<file path="src/rtl/mod5_tx_if.sv">
// Parallel-side handshake and serial output bundle for the mod-5 frame transmitter.
interface mod5_tx_if #(
  parameter int WIDTH = 8
);
  logic [WIDTH-1:0] din;
  logic             start;
  logic             ready;
  logic             sout;
  logic             sout_valid;
  logic             last;
  logic             err;

  modport master (
    output din, start,
    input  ready, sout, sout_valid, last, err
  );

  modport slave (
    input  din, start,
    output ready, sout, sout_valid, last, err
  );
endinterface

</file>
<file path="src/rtl/mod5_tx.sv">
// Serial transmitter: WIDTH data bits MSB-first plus a 3-bit check field making the frame a multiple of 5.
// Optional feature macro: MOD5_TX_SELFCHECK_EN adds an output-side residue tracker driving err.
module mod5_tx #(
  parameter int WIDTH = 8
) (
  input  logic      clk,
  input  logic      rst,
  mod5_tx_if.slave  bus
);

  localparam int CNT_W = $clog2(WIDTH + 3);

  typedef enum logic [1:0] {IDLE, DATA, CHECK} state_t;

  state_t           state_q, state_d;
  logic [WIDTH-1:0] sh_q, sh_d;
  logic [CNT_W-1:0] cnt_q, cnt_d;
  logic [2:0]       r_q, r_d;
  logic [1:0]       c_q, c_d;
  logic [2:0]       chk;
  logic             sout_q, sout_d;
  logic             vld_q, vld_d;
  logic             last_q, last_d;
  logic             ready;
  logic             accept;

  function automatic logic [2:0] mod5_step(input logic [2:0] r, input logic b);
    logic [3:0] t;
    t = {r, 1'b0} + {3'b000, b};
    if (t >= 4'd5) t = t - 4'd5;
    return t[2:0];
  endfunction

  // Check value c = (5 - 3*rd mod 5) mod 5; 3 is the weight 8 mod 5 of the shifted data.
  function automatic logic [2:0] check_field(input logic [2:0] rd);
    logic [3:0] p;
    p = {rd, 1'b0} + {1'b0, rd};
    if (p >= 4'd10)     p = p - 4'd10;
    else if (p >= 4'd5) p = p - 4'd5;
    return (p == 4'd0) ? 3'd0 : 3'(4'd5 - p);
  endfunction

  assign ready  = (state_q == IDLE) || (state_q == CHECK && cnt_q == CNT_W'(2));
  assign accept = ready && bus.start;

  // r_q holds the residue of all data bits emitted so far, including the one on sout_q.
  always_comb begin
    state_d = state_q;
    sh_d    = sh_q;
    cnt_d   = cnt_q;
    r_d     = r_q;
    c_d     = c_q;
    chk     = 3'd0;
    sout_d  = 1'b0;
    vld_d   = 1'b0;
    last_d  = 1'b0;
    case (state_q)
      IDLE: ;
      DATA: begin
        vld_d = 1'b1;
        if (cnt_q == CNT_W'(WIDTH - 1)) begin
          chk     = check_field(r_q);
          c_d     = chk[1:0];
          sout_d  = chk[2];
          cnt_d   = '0;
          state_d = CHECK;
        end else begin
          sout_d = sh_q[WIDTH-1];
          sh_d   = sh_q << 1;
          r_d    = mod5_step(r_q, sh_q[WIDTH-1]);
          cnt_d  = cnt_q + 1'b1;
        end
      end
      CHECK: begin
        if (cnt_q == '0) begin
          sout_d = c_q[1];
          vld_d  = 1'b1;
          cnt_d  = CNT_W'(1);
        end else if (cnt_q == CNT_W'(1)) begin
          sout_d = c_q[0];
          vld_d  = 1'b1;
          last_d = 1'b1;
          cnt_d  = CNT_W'(2);
        end else begin
          state_d = IDLE;
        end
      end
      default: state_d = IDLE;
    endcase
    if (accept) begin
      state_d = DATA;
      sout_d  = bus.din[WIDTH-1];
      vld_d   = 1'b1;
      sh_d    = bus.din << 1;
      r_d     = mod5_step(3'd0, bus.din[WIDTH-1]);
      cnt_d   = '0;
    end
  end

  always_ff @(posedge clk) begin
    if (rst) begin
      state_q <= IDLE;
      cnt_q   <= '0;
      r_q     <= 3'd0;
      sout_q  <= 1'b0;
      vld_q   <= 1'b0;
      last_q  <= 1'b0;
    end else begin
      state_q <= state_d;
      cnt_q   <= cnt_d;
      r_q     <= r_d;
      sout_q  <= sout_d;
      vld_q   <= vld_d;
      last_q  <= last_d;
    end
    sh_q <= sh_d;
    c_q  <= c_d;
  end

  assign bus.ready      = ready;
  assign bus.sout       = sout_q;
  assign bus.sout_valid = vld_q;
  assign bus.last       = last_q;

`ifdef MOD5_TX_SELFCHECK_EN
  // Tracker watches the registered serial stream only, so it catches faults in the check path too.
  logic [2:0] t_q, t_d, t_next;
  logic       err_q, err_d;

  always_comb begin
    t_next = mod5_step(t_q, sout_q);
    t_d    = t_q;
    err_d  = 1'b0;
    if (last_q) begin
      err_d = (t_next != 3'd0);
      t_d   = 3'd0;
    end else if (vld_q) begin
      t_d = t_next;
    end else if (accept) begin
      t_d = 3'd0;
    end
  end

  always_ff @(posedge clk) begin
    if (rst) begin
      t_q   <= 3'd0;
      err_q <= 1'b0;
    end else begin
      t_q   <= t_d;
      err_q <= err_d;
    end
  end

  assign bus.err = err_q;
`else
  assign bus.err = 1'b0;
`endif

endmodule
</file>
<file path="src/flat_wrapper.sv">
// flat-port wrapper written by rule: the top's interface ports become plain ports
module mod5_tx_flat 
#(
  parameter int WIDTH = 8
)
  (clk, rst, bus_din, bus_start, bus_ready, bus_sout, bus_sout_valid, bus_last, bus_err);
  mod5_tx_if #(.WIDTH(WIDTH)) bus_i ();
  input  logic clk;
  input  logic rst;
  input wire logic [$bits(bus_i.din)-1:0] bus_din;
  input wire logic [$bits(bus_i.start)-1:0] bus_start;
  output wire logic [$bits(bus_i.ready)-1:0] bus_ready;
  output wire logic [$bits(bus_i.sout)-1:0] bus_sout;
  output wire logic [$bits(bus_i.sout_valid)-1:0] bus_sout_valid;
  output wire logic [$bits(bus_i.last)-1:0] bus_last;
  output wire logic [$bits(bus_i.err)-1:0] bus_err;
  assign bus_i.din = bus_din;
  assign bus_i.start = bus_start;
  assign bus_ready = bus_i.ready;
  assign bus_sout = bus_i.sout;
  assign bus_sout_valid = bus_i.sout_valid;
  assign bus_last = bus_i.last;
  assign bus_err = bus_i.err;
  mod5_tx #(.WIDTH(WIDTH)) u_core (.clk(clk), .rst(rst), .bus(bus_i));
endmodule
</file>
<file path="config.mk">
export PLATFORM = sky130hd
export DESIGN_NAME = mod5_tx_flat
export DESIGN_NICKNAME = d
export VERILOG_FILES = /design/src/rtl/mod5_tx_if.sv /design/src/rtl/mod5_tx.sv /design/src/flat_wrapper.sv
export SDC_FILE = /design/constraint.sdc
export NUM_CORES = 1
export LEC_CHECK = 0
export ABC_AREA = 1
export CORE_ASPECT_RATIO = 2
export CORE_MARGIN = 3
export CORE_UTILIZATION = 38
export DETAILED_ROUTE_END_ITERATION = 10
export RECOVER_POWER = 50
export SLEW_MARGIN = 10
export SYNTH_ARGS = -nofsm -noshare
export SYNTH_HDL_FRONTEND = slang
export SYNTH_SLANG_ARGS = --single-unit
</file>
<file path="constraint.sdc">
create_clock -name clk -period 2.35 [get_ports clk]
set_input_delay 0.47 -clock clk [delete_from_list [all_inputs] [get_ports clk]]
set_output_delay 0.47 -clock clk [all_outputs]
set_load 0.02 [all_outputs]
</file>
Word level (Yosys, flattened, before mapping)

Index checks and enable logic that the tools add are counted.

Register bits: 21
Word-level logic and storage cells: 83

$add $sub $neg: 8
$lt $le $gt $ge: 4
Eq/ne operators: 14
Muxes and demuxes: 31
Bitwise gates (word level): 2
Reduce and logical (&&, ||, !) cells: 15

Operators by type and width:

| operator                                                           | count |
|---|---|
| 2-to-1 mux 4 bit                                                   | 7 |
| 2-to-1 mux 8 bit                                                   | 3 |
| 2-to-1 mux 3 bit                                                   | 6 |
| greater-or-equal comparator 4 x 3 -> 1 bit (second input constant) | 2 |
| logical NOT 4 bit                                                  | 2 |
| 2-to-1 mux 1 bit                                                   | 8 |
| case mux 4 bit (2 select lines)                                    | 1 |
| AND reduction 4 bit                                                | 2 |
| 2-to-1 mux 2 bit                                                   | 3 |
| != test 2 x 1 -> 1 bit (second input constant)                     | 3 |
| != test 3 x 2 -> 1 bit (second input constant)                     | 2 |
| case mux 2 bit (3 select lines)                                    | 1 |
| AND reduction 2 bit                                                | 3 |
| adder 4 x 1 -> 4 bit                                               | 1 |
| adder 4 x 1 -> 4 bit (second input constant)                       | 1 |
| adder 4 x 3 -> 4 bit                                               | 1 |
| equality test 4 x 1 -> 1 bit (second input constant)               | 1 |
| equality test 4 x 2 -> 1 bit (second input constant)               | 1 |
| equality test 4 x 3 -> 1 bit (second input constant)               | 1 |
| greater-or-equal comparator 4 bit (second input constant)          | 1 |
| != test 2 bit (second input constant)                              | 2 |
| case mux 1 bit (2 select lines)                                    | 2 |
| nonzero test 2 bit                                                 | 2 |
| subtractor 4 x 3 -> 4 bit (second input constant)                  | 1 |
| 15 further kinds                                                   | 17 |

Logic depth before layout (Yosys ltp)

Depth after elaboration: 11
Mapped depth: 17
Depth with buffers taken out: 17

Worst setup path after synthesis

No wires, ideal clock.

Path type: register -> register
Start: reg u_core.r_q[1]
End: reg u_core.sout_q, in the netlist u_core.bus.sout
Arrival: 2056 ps
Data required time: 2236 ps
Setup slack: 181 ps
Stages on the path, launching flop included: 16
Buffers on the path: 0
Clock period less this slack: 2169 ps
Path through: dfxtp_1 ha_1 fa_1 ha_1 nand2_1 inv_1 o21ai_0 nand2_1 nand2_1 nand2_1 nor2_1 nand2_1 nand2_1 nand2_1 nand2_1 a21oi_2

Longest elaborated chain between the ends: 11
Elaborated cells on any way between the ends: 15

RTL lines:

| element                                                                                 | line           | text |
|---|---|---|
| from (decl)                                                                             | mod5_tx.sv:18  | `logic [2:0] r_q, r_d;` |
| from (signal assigned)                                                                  | mod5_tx.sv:111 | `r_q <= r_d;` |
| adder 4 x 3 -> 4 bit (*)                                                                | mod5_tx.sv:37  | `p = {rd, 1'b0} + {1'b0, rd};` |
| subtractor 4 x 3 -> 4 bit or greater-or-equal comparator 4 x 3 -> 1 bit (tied branches) | mod5_tx.sv:39  | `else if (p >= 4'd5) p = p - 4'd5;` |
| 2-to-1 mux 4 bit                                                                        | mod5_tx.sv:39  |  |
| 2-to-1 mux 4 bit (*)                                                                    | mod5_tx.sv:38  | `if (p >= 4'd10) p = p - 4'd10;` |
| 2-to-1 mux 4 bit (*)                                                                    | mod5_tx.sv:61  | `if (cnt_q == CNT_W'(WIDTH - 1)) begin` |
| 2-to-1 mux 4 bit (*)                                                                    | mod5_tx.sv:57  | `case (state_q)` |
| subtractor 3 bit or logical NOT 4 bit (tied branches)                                   | mod5_tx.sv:40  | `return (p == 4'd0) ? 3'd0 : 3'(4'd5 - p);` |
| 2-to-1 mux 3 bit (*)                                                                    | mod5_tx.sv:40  |  |
| 2-to-1 mux 1 bit (*)                                                                    | mod5_tx.sv:61  |  |
| case mux 1 bit (2 select lines) (*)                                                     | mod5_tx.sv:57  |  |
| 2-to-1 mux 1 bit (*)                                                                    | mod5_tx.sv:90  | `if (accept) begin` |
| to (signal assigned)                                                                    | mod5_tx.sv:112 | `sout_q <= sout_d;` |
| to (decl)                                                                               | mod5_tx.sv:21  | `logic sout_q, sout_d;` |

Mark *: on every way between the ends. The rest lies on a longest branch, timed or not. The select of a mux whose other input is x is not followed.
A chain may end at the register's enable or synchronous reset.

Final worst setup path

Start: reg u_core.r_q[0]
End: reg u_core.sout_q, in the netlist u_core.bus.sout

Same word-level chain as after synthesis.

==> flow_metrics.env <==
export IMPL_cts_tree="built"
export IMPL_ir_drop_mv=0.3483
export IMPL_path_buf_inv=3
export IMPL_period_share_pct=92.01
export IMPL_syn_area_um2=1525
export IMPL_initialDrtViolationCount=18
export IMPL_grt_pass1_vias=1203
export IMPL_dp_hpwl_um=2526
export IMPL_critPathMaxStageDelay_ns=0.59
export IMPL_vias_per_cell=4.620
export IMPL_pre_cts_slack_ns=0.1464
export IMPL_holdPathStages=2
export IMPL_yosysUniqueCellTypes=31
export IMPL_avgSynthCellArea_um2=7.782
export IMPL_grt_max_degree=15
export IMPL_place_gp_congestion=0.8935
export IMPL_r2r_start="u_core.r_q[0]"
export IMPL_yosys_area_top_type="edfxtp_1"
export IMPL_crit_type="reg2reg"
export IMPL_r2r_setup_slack_ns=0.19
export IMPL_hold_path_class="reg2reg"
export IMPL_mappedNetlistNets=224
export IMPL_drv_cap=0
export IMPL_final_cell_area_um2=1787
export IMPL_maxSlewViolCount=0
export IMPL_track_usage_pct=14.16
export IMPL_worstHoldEndpoint="u_core.state_q[0]"
export IMPL_critPathCaptureType="flip-flop"
export IMPL_fin_ws_ns=0.1878
export IMPL_ctsHtreeMaxLevel=1
export IMPL_cts_buffers=3
export IMPL_postCtsHoldBufs=0
export IMPL_leakagePower_nw=0.8586
export IMPL_final_hold_violation_count=0
export IMPL_synth_seq_cells=21
export IMPL_swShare_pct=36.48
export IMPL_drc=0
export IMPL_final_setup_viol_count=0
export IMPL_grt_first_pass_wirelength_um=5237
export IMPL_clk_latency_ns=0.26
export IMPL_cpMostUsedCell="nand2_1"
export IMPL_io_pins=16
export IMPL_synth_top_area_share_pct=17.72
export IMPL_layout_min_cycle_time_ns=2.162
export IMPL_fill_cells=403
export IMPL_async_reset_ff_share_pct=0
export IMPL_dieArea_um2=4856
export IMPL_synthCells=196
export IMPL_r2r_end="u_core.bus.sout"
export IMPL_fp_dieW_um=50.80
export IMPL_netlist_top_cells_count="49 x nand2_1, 27 x inv_1, 16 x ha_1"
export IMPL_syn_to_final_growth_pct=17.14
export IMPL_antenna_found_initial=0
export IMPL_crit_path_top_delay_cell="fa_1"
export IMPL_outcome="complete, no violations"
export IMPL_wl_per_cell_um=11.39
export IMPL_seq_power_share_pct=40.9
export IMPL_detail_route_antenna_nets=0
export IMPL_drive_above_1_share_pct=17.67
export IMPL_yosys_warnings=0
export IMPL_ys_flop_type="dfxtp_1"
export IMPL_fmax_mhz=462.5
export IMPL_grt_remaining_overflow=0
export IMPL_fin_skew_ns=0.002238
export IMPL_cts_setup_buffers=0
export IMPL_multiInputGateArea_um2=864.6
export IMPL_first_pass_iters=4
export IMPL_reg2reg_depth=15
export IMPL_insertedDiodeCount=0
export IMPL_start_kind="flip-flop"
export IMPL_ff_latch_area_um2=510.5
export IMPL_worstPathArrival_ns=2.32
export IMPL_dieHeight_um=95.60
export IMPL_cts_root_buffer_cell="clkbuf_8"
export IMPL_fp_coreArea_um2=3844
export IMPL_initial_core_util_pct=39.68
export IMPL_cts_buffer_depth=2
export IMPL_synth_edf_count=9
export IMPL_nets=244
export IMPL_power_density_nw_per_um2=642.8
export IMPL_clk_pin_slew_worst_paths_ns=0.08
export IMPL_power_frac_clock_pct=20.7
export IMPL_grt_setup_unrepaired="false"
export IMPL_p_comb_share_pct=38.4
export IMPL_hold_start="u_core.state_q[0]"
export IMPL_crit_fanout=4
export IMPL_cp_required_ns=2.51
export IMPL_clock_sinks=21
export IMPL_port_buffers=14
export IMPL_crit_path_cell_trace="ha_1, fa_1, inv_1, nand2_1, nand3_1, nand2_1, inv_2, nand2_2, inv_1, nor2_1, nand2_1, nand2_1, nand2_1, nand2_1, a21oi_2"
export IMPL_row_count=32
export IMPL_synthTopCellsByArea="edfxtp_1 18%, dfxtp_1 16%, ha_1 13%"
export IMPL_dpl_cell_area_um2=1727
export IMPL_yosysMostFrequentCell="nand2_1"
export IMPL_wirelength_um=3030
export IMPL_fin_tns_setup_ns=0
export IMPL_critical_path_top_delay_family="adder cells"
export IMPL_p_sw_mw=0.4190
export IMPL_ys_seq_area_share_pct=33.47
export IMPL_internal_power_mw=0.7295
export IMPL_via_count=1229
## final cells by class
class / instances / area share, %
flip-flops and latches: 21 / 28.57
clock buffers: 3 / 2.311
well taps: 51 / 3.571
clock inverters: 1 / 0.2801
inverters: 33 / 7.213
repair buffers: 18 / 9.664
multi-input cells: 139 / 48.39
## cell usage in the layout (no fill, tap or decap), drive strengths merged
master / instances
nand4: 1
dfxtp: 12
buf: 4
nand2: 65
ha: 16
clkbuf: 3
nor2: 12
a211o: 1
dlymetal6s2s: 1
fa: 1
clkinv: 2
clkdlybuf4s50: 10
nor3: 2
nand3: 10
o21ai: 11
inv: 32
dlygate4sd3: 3
a211oi: 3
edfxtp: 9
a21oi: 8
conb: 1
a31oi: 2
xor2: 4
xnor2: 1
mux2i: 1
## kinds of logic after synthesis
group                      share of synthesized area [%]
xor gates and xnor gates                           2.871
adders and majority gates                          14.44
buffers and inverters                              10.58
DFF                                                33.47
muxes                                             0.6563
other                                             0.2459
AOI/OAI and AO/OA                                  10.17
and+or+nand+nor                                    27.56
## metrics by stage
step / instances / hold slack [ns] / utilization, % / power (mW)
floorplan: 196 / 0.4540 / - / 0.8015
global placement: 262 / 0.4796 / 44.92 / 0.9182
detailed placement: 262 / 0.4901 / 44.92 / 0.9193
CTS: 266 / 0.5014 / 46.19 / 1.160
global route: 266 / 0.5499 / 46.48 / 1.244
finish: 266 / 0.5011 / 46.48 / 1.149
## power groups by stage
stage	Clock (mW)	Sequential, mW	Combinational (mW)
after floorplan	0	0.483	0.319
after global placement	0	0.478	0.441
after detailed placement	0	0.479	0.441
after CTS	0.246	0.471	0.442
after global routing	0.258	0.475	0.511
final	0.238	0.470	0.441
## state kept, by name, indices dropped and copies added, names as in the netlist
register / cells
u_core.sh_q: 7
u_core.cnt_q: 4
u_core.bus.sout_valid: 1
u_core.c_q: 2
u_core.bus.last: 1
u_core.state_q: 2
u_core.bus.sout: 1
u_core.r_q: 3
## timing repair
item                                    CTS  global route
endpoints found under the setup margin    1             2
endpoints found under the hold margin     0             0
pin swaps                                 0             1
resized for setup                         1             4
## tightest hold or removal path, stage by stage, from the launching register on
cell	delay, ns
dfxtp_1	0.33
nand2_1	0.07
a21oi_1	0.06
## metal layers
layer	vias to the layer above	wire (µm)	global-route usage, %	share of wire, %
li1	648	-	-	-
met1	557	1181	15.14	39
met2	16	1701	26.20	56
met3	8	37	0.9390	1.2
met4	0	110	8.764	3.6
met5	-	0	0	0
## how the worst max path moves through the flow
| stage | start | to | slack [ns] | cells after the start |
|---|---|---|---|---|
| 3_5_place_dp | u_core.r_q[0] | u_core.bus.sout | 0.15 | 15 |
| 6_report | u_core.r_q[0] | u_core.bus.sout | 0.19 | 15 |
| 4_1_cts | u_core.state_q[0] | bus_ready | 0.06 | 5 |
| 5_1_grt | u_core.state_q[0] | u_core.r_q[0] | 0.02 | 9 |
| 2_1_floorplan | u_core.r_q[1] | u_core.bus.sout | 0.18 | 15 |
| 3_3_place_gp | u_core.r_q[0] | u_core.bus.sout | 0.19 | 15 |
Power figures use the tool's default switching activity.
